## config.mk

```make
export PLATFORM = sky130hd
export DESIGN_NAME = lsu_stage
export DESIGN_NICKNAME = d
export VERILOG_FILES = /design/src/rtl/lsu_stage.sv
export SDC_FILE = /design/constraint.sdc
export NUM_CORES = 1
export LEC_CHECK = 0
export ABC_AREA = 1
export CAP_MARGIN = 20
export CORE_MARGIN = 5
export CORE_UTILIZATION = 55
export CTS_CLUSTER_DIAMETER = 200
export DETAILED_ROUTE_END_ITERATION = 7
export DONT_BUFFER_PORTS = 1
export PLACE_DENSITY_LB_ADDON = 0.2
export RECOVER_POWER = 25
export SLEW_MARGIN = 20
export SYNTH_ARGS = -nofsm -noshare
export SYNTH_HDL_FRONTEND = slang
export SYNTH_SLANG_ARGS = --single-unit
```

## constraint.sdc

```tcl
create_clock -name clk_i -period 4.1 [get_ports clk_i]
set_input_delay 1.23 -clock clk_i [delete_from_list [all_inputs] [get_ports clk_i]]
set_output_delay 1.23 -clock clk_i [all_outputs]
set_load 0.02 [all_outputs]
```

## src/rtl/lsu_stage.sv

```systemverilog
// Load/store stage: one data-memory access per instruction over req/gnt/rvalid, with a
// bypass path for non-memory ops. Define LSU_MISALIGN_TRAP_EN to trap misaligned H/W accesses.
module lsu_stage #(
  parameter int unsigned TIMEOUT       = 255,
  parameter bit          BYPASS_NONMEM = 1'b1
) (
  input  logic        clk_i,
  input  logic        rst_i,
  input  logic        ex_valid_i,
  output logic        ex_ready_o,
  input  logic [1:0]  ex_memop_i,
  input  logic [2:0]  ex_funct3_i,
  input  logic [31:0] ex_addr_i,
  input  logic [31:0] ex_wdata_i,
  input  logic [4:0]  ex_rd_i,
  output logic        dmem_req_o,
  output logic        dmem_we_o,
  output logic [3:0]  dmem_be_o,
  output logic [31:0] dmem_addr_o,
  output logic [31:0] dmem_wdata_o,
  input  logic        dmem_gnt_i,
  input  logic        dmem_rvalid_i,
  input  logic [31:0] dmem_rdata_i,
  output logic        wb_valid_o,
  output logic [4:0]  wb_rd_o,
  output logic [31:0] wb_data_o,
  output logic        lsu_err_o,
  output logic [31:0] lsu_err_addr_o
);

  typedef enum logic [1:0] {StIdle, StReq, StWaitR, StResp} state_e;

  localparam logic [7:0] TimeoutLast = 8'(TIMEOUT - 1);

  state_e      state_q, state_d;
  logic [7:0]  cnt_q, cnt_d;
  logic [31:0] addr_q, addr_d;
  logic [31:0] wdata_q, wdata_d;
  logic [3:0]  be_q, be_d;
  logic        we_q, we_d;
  logic [2:0]  funct3_q, funct3_d;
  logic [4:0]  rd_q, rd_d;
  logic        wb_valid_q, wb_valid_d;
  logic [4:0]  wb_rd_q, wb_rd_d;
  logic [31:0] wb_data_q, wb_data_d;
  logic        err_q, err_d;
  logic [31:0] err_addr_q, err_addr_d;

  logic        is_load, is_store, is_mem, f3_rsvd, misalign;
  logic [3:0]  lane_be;
  logic [31:0] lane_wdata;
  logic [7:0]  rd_byte;
  logic [15:0] rd_half;
  logic [31:0] load_data;

  assign is_load  = (ex_memop_i == 2'b01);
  assign is_store = (ex_memop_i == 2'b10);
  assign is_mem   = is_load | is_store;
  assign f3_rsvd  = (ex_funct3_i == 3'b011) || (ex_funct3_i[2:1] == 2'b11) ||
                    (is_store && ex_funct3_i[2]);

`ifdef LSU_MISALIGN_TRAP_EN
  assign misalign = ((ex_funct3_i[1:0] == 2'b01) && ex_addr_i[0]) ||
                    ((ex_funct3_i[1:0] == 2'b10) && (ex_addr_i[1:0] != 2'b00));
`else
  assign misalign = 1'b0;
`endif

  always_comb begin
    lane_be    = 4'b1111;
    lane_wdata = ex_wdata_i;
    case (ex_funct3_i[1:0])
      2'b00: begin
        lane_be    = 4'b0001 << ex_addr_i[1:0];
        lane_wdata = {4{ex_wdata_i[7:0]}};
      end
      2'b01: begin
        lane_be    = 4'b0011 << {ex_addr_i[1], 1'b0};
        lane_wdata = {2{ex_wdata_i[15:0]}};
      end
      default: ;
    endcase
  end

  assign rd_byte = dmem_rdata_i[{addr_q[1:0], 3'b000} +: 8];
  assign rd_half = addr_q[1] ? dmem_rdata_i[31:16] : dmem_rdata_i[15:0];

  always_comb begin
    load_data = dmem_rdata_i;
    case (funct3_q)
      3'b000:  load_data = {{24{rd_byte[7]}}, rd_byte};
      3'b001:  load_data = {{16{rd_half[15]}}, rd_half};
      3'b100:  load_data = {24'b0, rd_byte};
      3'b101:  load_data = {16'b0, rd_half};
      default: load_data = dmem_rdata_i;
    endcase
  end

  always_comb begin
    state_d    = state_q;
    cnt_d      = cnt_q;
    addr_d     = addr_q;
    wdata_d    = wdata_q;
    be_d       = be_q;
    we_d       = we_q;
    funct3_d   = funct3_q;
    rd_d       = rd_q;
    wb_valid_d = 1'b0;
    wb_rd_d    = wb_rd_q;
    wb_data_d  = wb_data_q;
    err_d      = 1'b0;
    err_addr_d = err_addr_q;

    ex_ready_o   = (state_q == StIdle) && (BYPASS_NONMEM || is_mem);
    dmem_req_o   = (state_q == StReq);
    dmem_we_o    = dmem_req_o & we_q;
    dmem_be_o    = dmem_req_o ? be_q : 4'b0000;
    dmem_addr_o  = dmem_req_o ? {addr_q[31:2], 2'b00} : 32'h0;
    dmem_wdata_o = dmem_req_o ? wdata_q : 32'h0;

    case (state_q)
      StIdle: begin
        if (ex_valid_i && ex_ready_o) begin
          if (!is_mem) begin
            wb_valid_d = 1'b1;
            wb_rd_d    = ex_rd_i;
            wb_data_d  = ex_addr_i;
          end else if (f3_rsvd || misalign) begin
            err_d      = 1'b1;
            err_addr_d = ex_addr_i;
          end else begin
            addr_d   = ex_addr_i;
            wdata_d  = is_store ? lane_wdata : 32'h0;
            be_d     = lane_be;
            we_d     = is_store;
            funct3_d = ex_funct3_i;
            rd_d     = ex_rd_i;
            cnt_d    = 8'd0;
            state_d  = StReq;
          end
        end
      end
      StReq: begin
        // A grant in the final allowed cycle still completes the access.
        if (dmem_gnt_i) begin
          cnt_d   = 8'd0;
          state_d = we_q ? StResp : StWaitR;
        end else if (cnt_q == TimeoutLast) begin
          err_d      = 1'b1;
          err_addr_d = addr_q;
          state_d    = StIdle;
        end else begin
          cnt_d = cnt_q + 8'd1;
        end
      end
      StWaitR: begin
        if (dmem_rvalid_i) begin
          wb_valid_d = 1'b1;
          wb_rd_d    = rd_q;
          wb_data_d  = load_data;
          state_d    = StResp;
        end else if (cnt_q == TimeoutLast) begin
          err_d      = 1'b1;
          err_addr_d = addr_q;
          state_d    = StIdle;
        end else begin
          cnt_d = cnt_q + 8'd1;
        end
      end
      StResp:  state_d = StIdle;
      default: state_d = StIdle;
    endcase
  end

  always_ff @(posedge clk_i) begin
    if (rst_i) begin
      state_q    <= StIdle;
      cnt_q      <= 8'd0;
      addr_q     <= 32'h0;
      wdata_q    <= 32'h0;
      be_q       <= 4'b0000;
      we_q       <= 1'b0;
      funct3_q   <= 3'b000;
      rd_q       <= 5'd0;
      wb_valid_q <= 1'b0;
      wb_rd_q    <= 5'd0;
      wb_data_q  <= 32'h0;
      err_q      <= 1'b0;
      err_addr_q <= 32'h0;
    end else begin
      state_q    <= state_d;
      cnt_q      <= cnt_d;
      addr_q     <= addr_d;
      wdata_q    <= wdata_d;
      be_q       <= be_d;
      we_q       <= we_d;
      funct3_q   <= funct3_d;
      rd_q       <= rd_d;
      wb_valid_q <= wb_valid_d;
      wb_rd_q    <= wb_rd_d;
      wb_data_q  <= wb_data_d;
      err_q      <= err_d;
      err_addr_q <= err_addr_d;
    end
  end

  assign wb_valid_o     = wb_valid_q;
  assign wb_rd_o        = wb_rd_q;
  assign wb_data_o      = wb_data_q;
  assign lsu_err_o      = err_q;
  assign lsu_err_addr_o = err_addr_q;

endmodule

```

# == Yosys cells after proc, flatten, opt, wreduce, memory -nomap -nowiden ==
# Cells that the tools add are included.
# word_totals
reg_bits,158
latchBits,0
mem_bits_rw,0
rom_bits,0
out_inout_bits,142
word_cells,103
mem_count,0
# op_classes
add_sub_neg,1
n_mul,0
div_mod_pow,0
magnitude_cmp,0
eq_ne,20
shifts,3
n_mux,49
bitwise,3
n_reduce_logical,14
# ops
cell,count
two-way mux 32 bit,12
one-hot mux 32 bit (2 select lines),2
one-hot mux 32 bit (4 select lines),1
one-hot mux 32 bit (3 select lines),1
two-way mux 8 bit,6
variable part select 32 x 6 -> 8 bit,1
one-hot mux 8 bit (3 select lines),1
two-way mux 16 bit,1
two-way mux 5 bit,3
two-way mux 2 bit,6
two-way mux 1 bit,10
!= test 2 bit (second input constant),5
one-hot mux 5 bit (2 select lines),1
adder 8 x 1 -> 8 bit (second input constant),1
== test 2 bit (second input constant),4
== test 8 bit (second input constant),1
one-hot mux 2 bit (4 select lines),1
one-hot mux 4 bit (2 select lines),1
AND reduction 4 bit,2
== test 2 x 1 -> 1 bit (second input constant),3
== test 3 bit (second input constant),2
!= test 2 x 1 -> 1 bit (second input constant),3
AND reduction 6 bit,1
AND reduction 5 bit,1
17 further kinds,20

# == Logic depth before layout (Yosys ltp) ==
# logic_depth
word_depth,7
ltp_mapped,12
ltp_nobuf,11

# == Least setup slack after synthesis ==
# Ideal clock, no wire load.
# synth_path
path_kind,register -> output
start,reg state_q[1]
end,out dmem_wdata_o[10]
arrival_time_ns,1.619
path_slack_ns,1.251
path_stages_with_launch,8
path_cell_list,dfxtp_1 > inv_1 > ha_1 > buf_2 > clkbuf_1 > buf_1 > nand2_1 > inv_1
# synth_between
elab_chain_len,2
# synth_rtl
item,line_no,rtl
start: declaration,35,"state_e state_q, state_d;"
start signal: assignment,177,state_q <= StIdle;
start signal: assignment,191,state_q <= state_d;
== test 2 x 1 -> 1 bit,115,dmem_req_o = (state_q == StReq);
net dmem_req_o,16,"output logic dmem_req_o,"
two-way mux 32 bit,119,dmem_wdata_o = dmem_req_o ? wdata_q : 32'h0;
end: declaration,20,"output logic [31:0] dmem_wdata_o,"
# The timed path passes the listed nets, and every way through them passes these cells.

# == Worst setup path in the final report ==
# layout_path
start,reg state_q[1]
end,out dmem_wdata_o[8]
# Same word-level chain as after synthesis.

==> qor.yml <==
maxSlewHeadroom_pct: 45.3
clockBufferDepth: 2
status: "complete, no violations"
crit_path_max_fanout: 46
fmax_mhz: 304
yosysTopAreaCellShare_pct: 37.4
die_y_um: 134
port-buffer-count: 0
fp.dieW_um: 134
p_comb_share_pct: 19.3
vdd_ir_drop_max_mv: 0.305
rr_startpoint: "cnt_q[0]"
routed_wl_um: 25500
dr.pass1.iters: 6
fin_ws_ns: 0.807
rows: 45
ys_warn_count: 0
path_class: "flip-flop to primary output"
start_kind: "flip-flop"
critical_path_arrival_ns: 2.06
postCtsSetupRepairBufs: 0
setup_violations: 0
post_drt_wl_per_cell_um: 17.4
root_buffer: "clkbuf_16"
rsz0062_at_grt: "false"
p_switching_uw: 1530
cp.required_ns: 2.87
grt_pass1_wl_um: 39600
die_area_um2: 18000
end_kind: "primary output"
start_util_pct: 55.8
cts_buffers: 17
cap_violations: 0
area_delta_synth_final_pct: 6.05
p_int_uw: 2890
place.gp.congestion: 0.873
multiInputGateArea_um2: 4360
fp.coreArea_um2: 15100
layout-drive-gt1-share_pct: 5.87
postCtsHoldBufs: 0
hp-start: "wdata_q[14]"
final.setup.tns_ns: 0
ant_nets: 0
netSwitchingFraction_pct: 34.7
dpl_worst_slack_ns: 0.842
placed_area_um2: 8380
dp_hpwl_um: 18000
syn_area_per_cell_um2: 6.40
first_iter_violations: 678
ys_seq_elements: 158
tritoncts_num_sinks: 158
viasPerCell: 5.63
grt_max_degree: 54
synthFlopType: "dfxtp_1"
regArea_um2: 3160
clkPwrFrac_pct: 35.7
synth_cells: 1320
async_reset_ff_share_pct: 0
drc_errors: 0
layout_min_cycle_time_ns: 3.29
path_clk_slew_ns: 0.06
yosys.area.top_type: "dfxtp_1"
grt_use_total_pct: 27.3
skew_ns: 0.00768
synth_area_um2: 8450
hold_violations: 0
synth.area.top_cells: "dfxtp_1 (37%), nand2_1 (15%), nor2_1 (9.3%), a21oi_1 (7.4%), o21ai_0 (6.0%)"
yosysSeqAreaShare_pct: 37.4
synth_edf_count: 0
n_fill_cell: 1521
worstSkewPairLatency_ns: 0.43
ctsResizeCount: 0
power_density_nw_per_um2: 493
antenna_found_initial: 1
cts_tree: "done"
dr_total_vias: 8249
grt_pass1_vias: 7444
yosys-top-cells-count: "nand2_1 (337), nor2_1 (210), dfxtp_1 (158), inv_1 (133), a21oi_1 (125)"
p_leak_uw: 0.00428
whs_ns: 0.460
grt_remaining_overflow: 0
startpoint: "state_q[1]"
worst_pin_slew_ns: 0.819
layout.nets: 1382
synth_most_common_cell: "nand2_1"
io_pins: 253
min_path_type: "flip-flop to flip-flop"
design_area_um2: 8970
ys_types: 34
finalCritPeriodShare_pct: 80.3
p_seq_share_pct: 45.0
report.final.slew_viol_count: 0
h-tree-depth: 4
-- sequential cells by signal, summed over array words and instances (netlist names) --
signal and flops:
wb_rd_o 5, we_q 1, wb_valid_o 1, wb_data_o 32, addr_q 32, cnt_q 8
funct3_q 3, lsu_err_o 1, be_q 4, rd_q 5, state_q 2, lsu_err_addr_o 32
wdata_q 32
-- cell families after synthesis --
group                      share of synthesized area [%]
and+or+nand+nor                                     31.2
muxes                                               3.20
other                                             0.0444
DFF                                                 37.4
AOI/OAI and AO/OA                                   16.0
adders and majority gates                           1.04
buffers and inverters                               11.1
-- per-layer routing --
metal | global-route usage, % | routed length (µm) | vias up
met5 | 0 | 0 | -
met4 | 8.46 | 464 | 0
met3 | 7.99 | 2610 | 36
met2 | 42.8 | 11700 | 365
met1 | 36.4 | 10700 | 3765
li1 | - | - | 4083
-- worst paths after layout --
kind,end,slack [ns],cells after the start
max reg2reg,lsu_err_addr_o[31],1.35,10
min reg2reg,wdata_q[14],0.46,2
max,dmem_wdata_o[8],0.81,5
min,wdata_q[14],0.46,2
-- per-stage QoR --
| stage | total power [µW] | util, % | std cells |
|---|---|---|---|
| finish | 4420 | 59.2 | 1466 |
| CTS | 4440 | 59.2 | 1465 |
| global route | 4630 | 59.2 | 1466 |
| global placement | 2850 | 55.3 | 1433 |
| floorplan | 2680 | - | 1321 |
| detailed placement | 2860 | 55.3 | 1433 |
-- critical path, cell delays in order (launching register included) --
cell and delay, ns:
dfxtp_1 0.33, inv_1 0.08, ha_2 0.61, buf_12 0.30, nand2_1 0.12, inv_1 0.17
-- cell type report --
class | instances | share of cell area, %
Sequential cell | 158 | 35.3
Clock buffer | 20 | 4.98
Antenna cell | 1 | 0.0279
Multi-Input combinational cell | 936 | 48.6
Tap cell | 188 | 2.62
Timing Repair Buffer | 12 | 1.14
Inverter | 139 | 5.82
Clock inverter | 12 | 1.52
-- cell usage in the layout (no fill, tap or decap), types with 12 or more instances in the layout --
cell / n
inv_1: 132
nand4_1: 33
o21ai_0: 102
dfxtp_1: 158
clkbuf_16: 17
nand3_1: 35
nor2_1: 210
or2_2: 12
nand2_1: 337
mux2i_1: 27
a21oi_1: 125
-- power groups by stage --
stage / clock network (µW) / registers (µW) / logic, µW
after floorplan: 0 / 1970 / 708
after global placement: 0 / 2020 / 830
after detailed placement: 0 / 2020 / 844
after CTS: 1600 / 1990 / 850
after global routing: 1660 / 2010 / 960
final: 1580 / 1990 / 855
(Power assumes the default switching activity.)
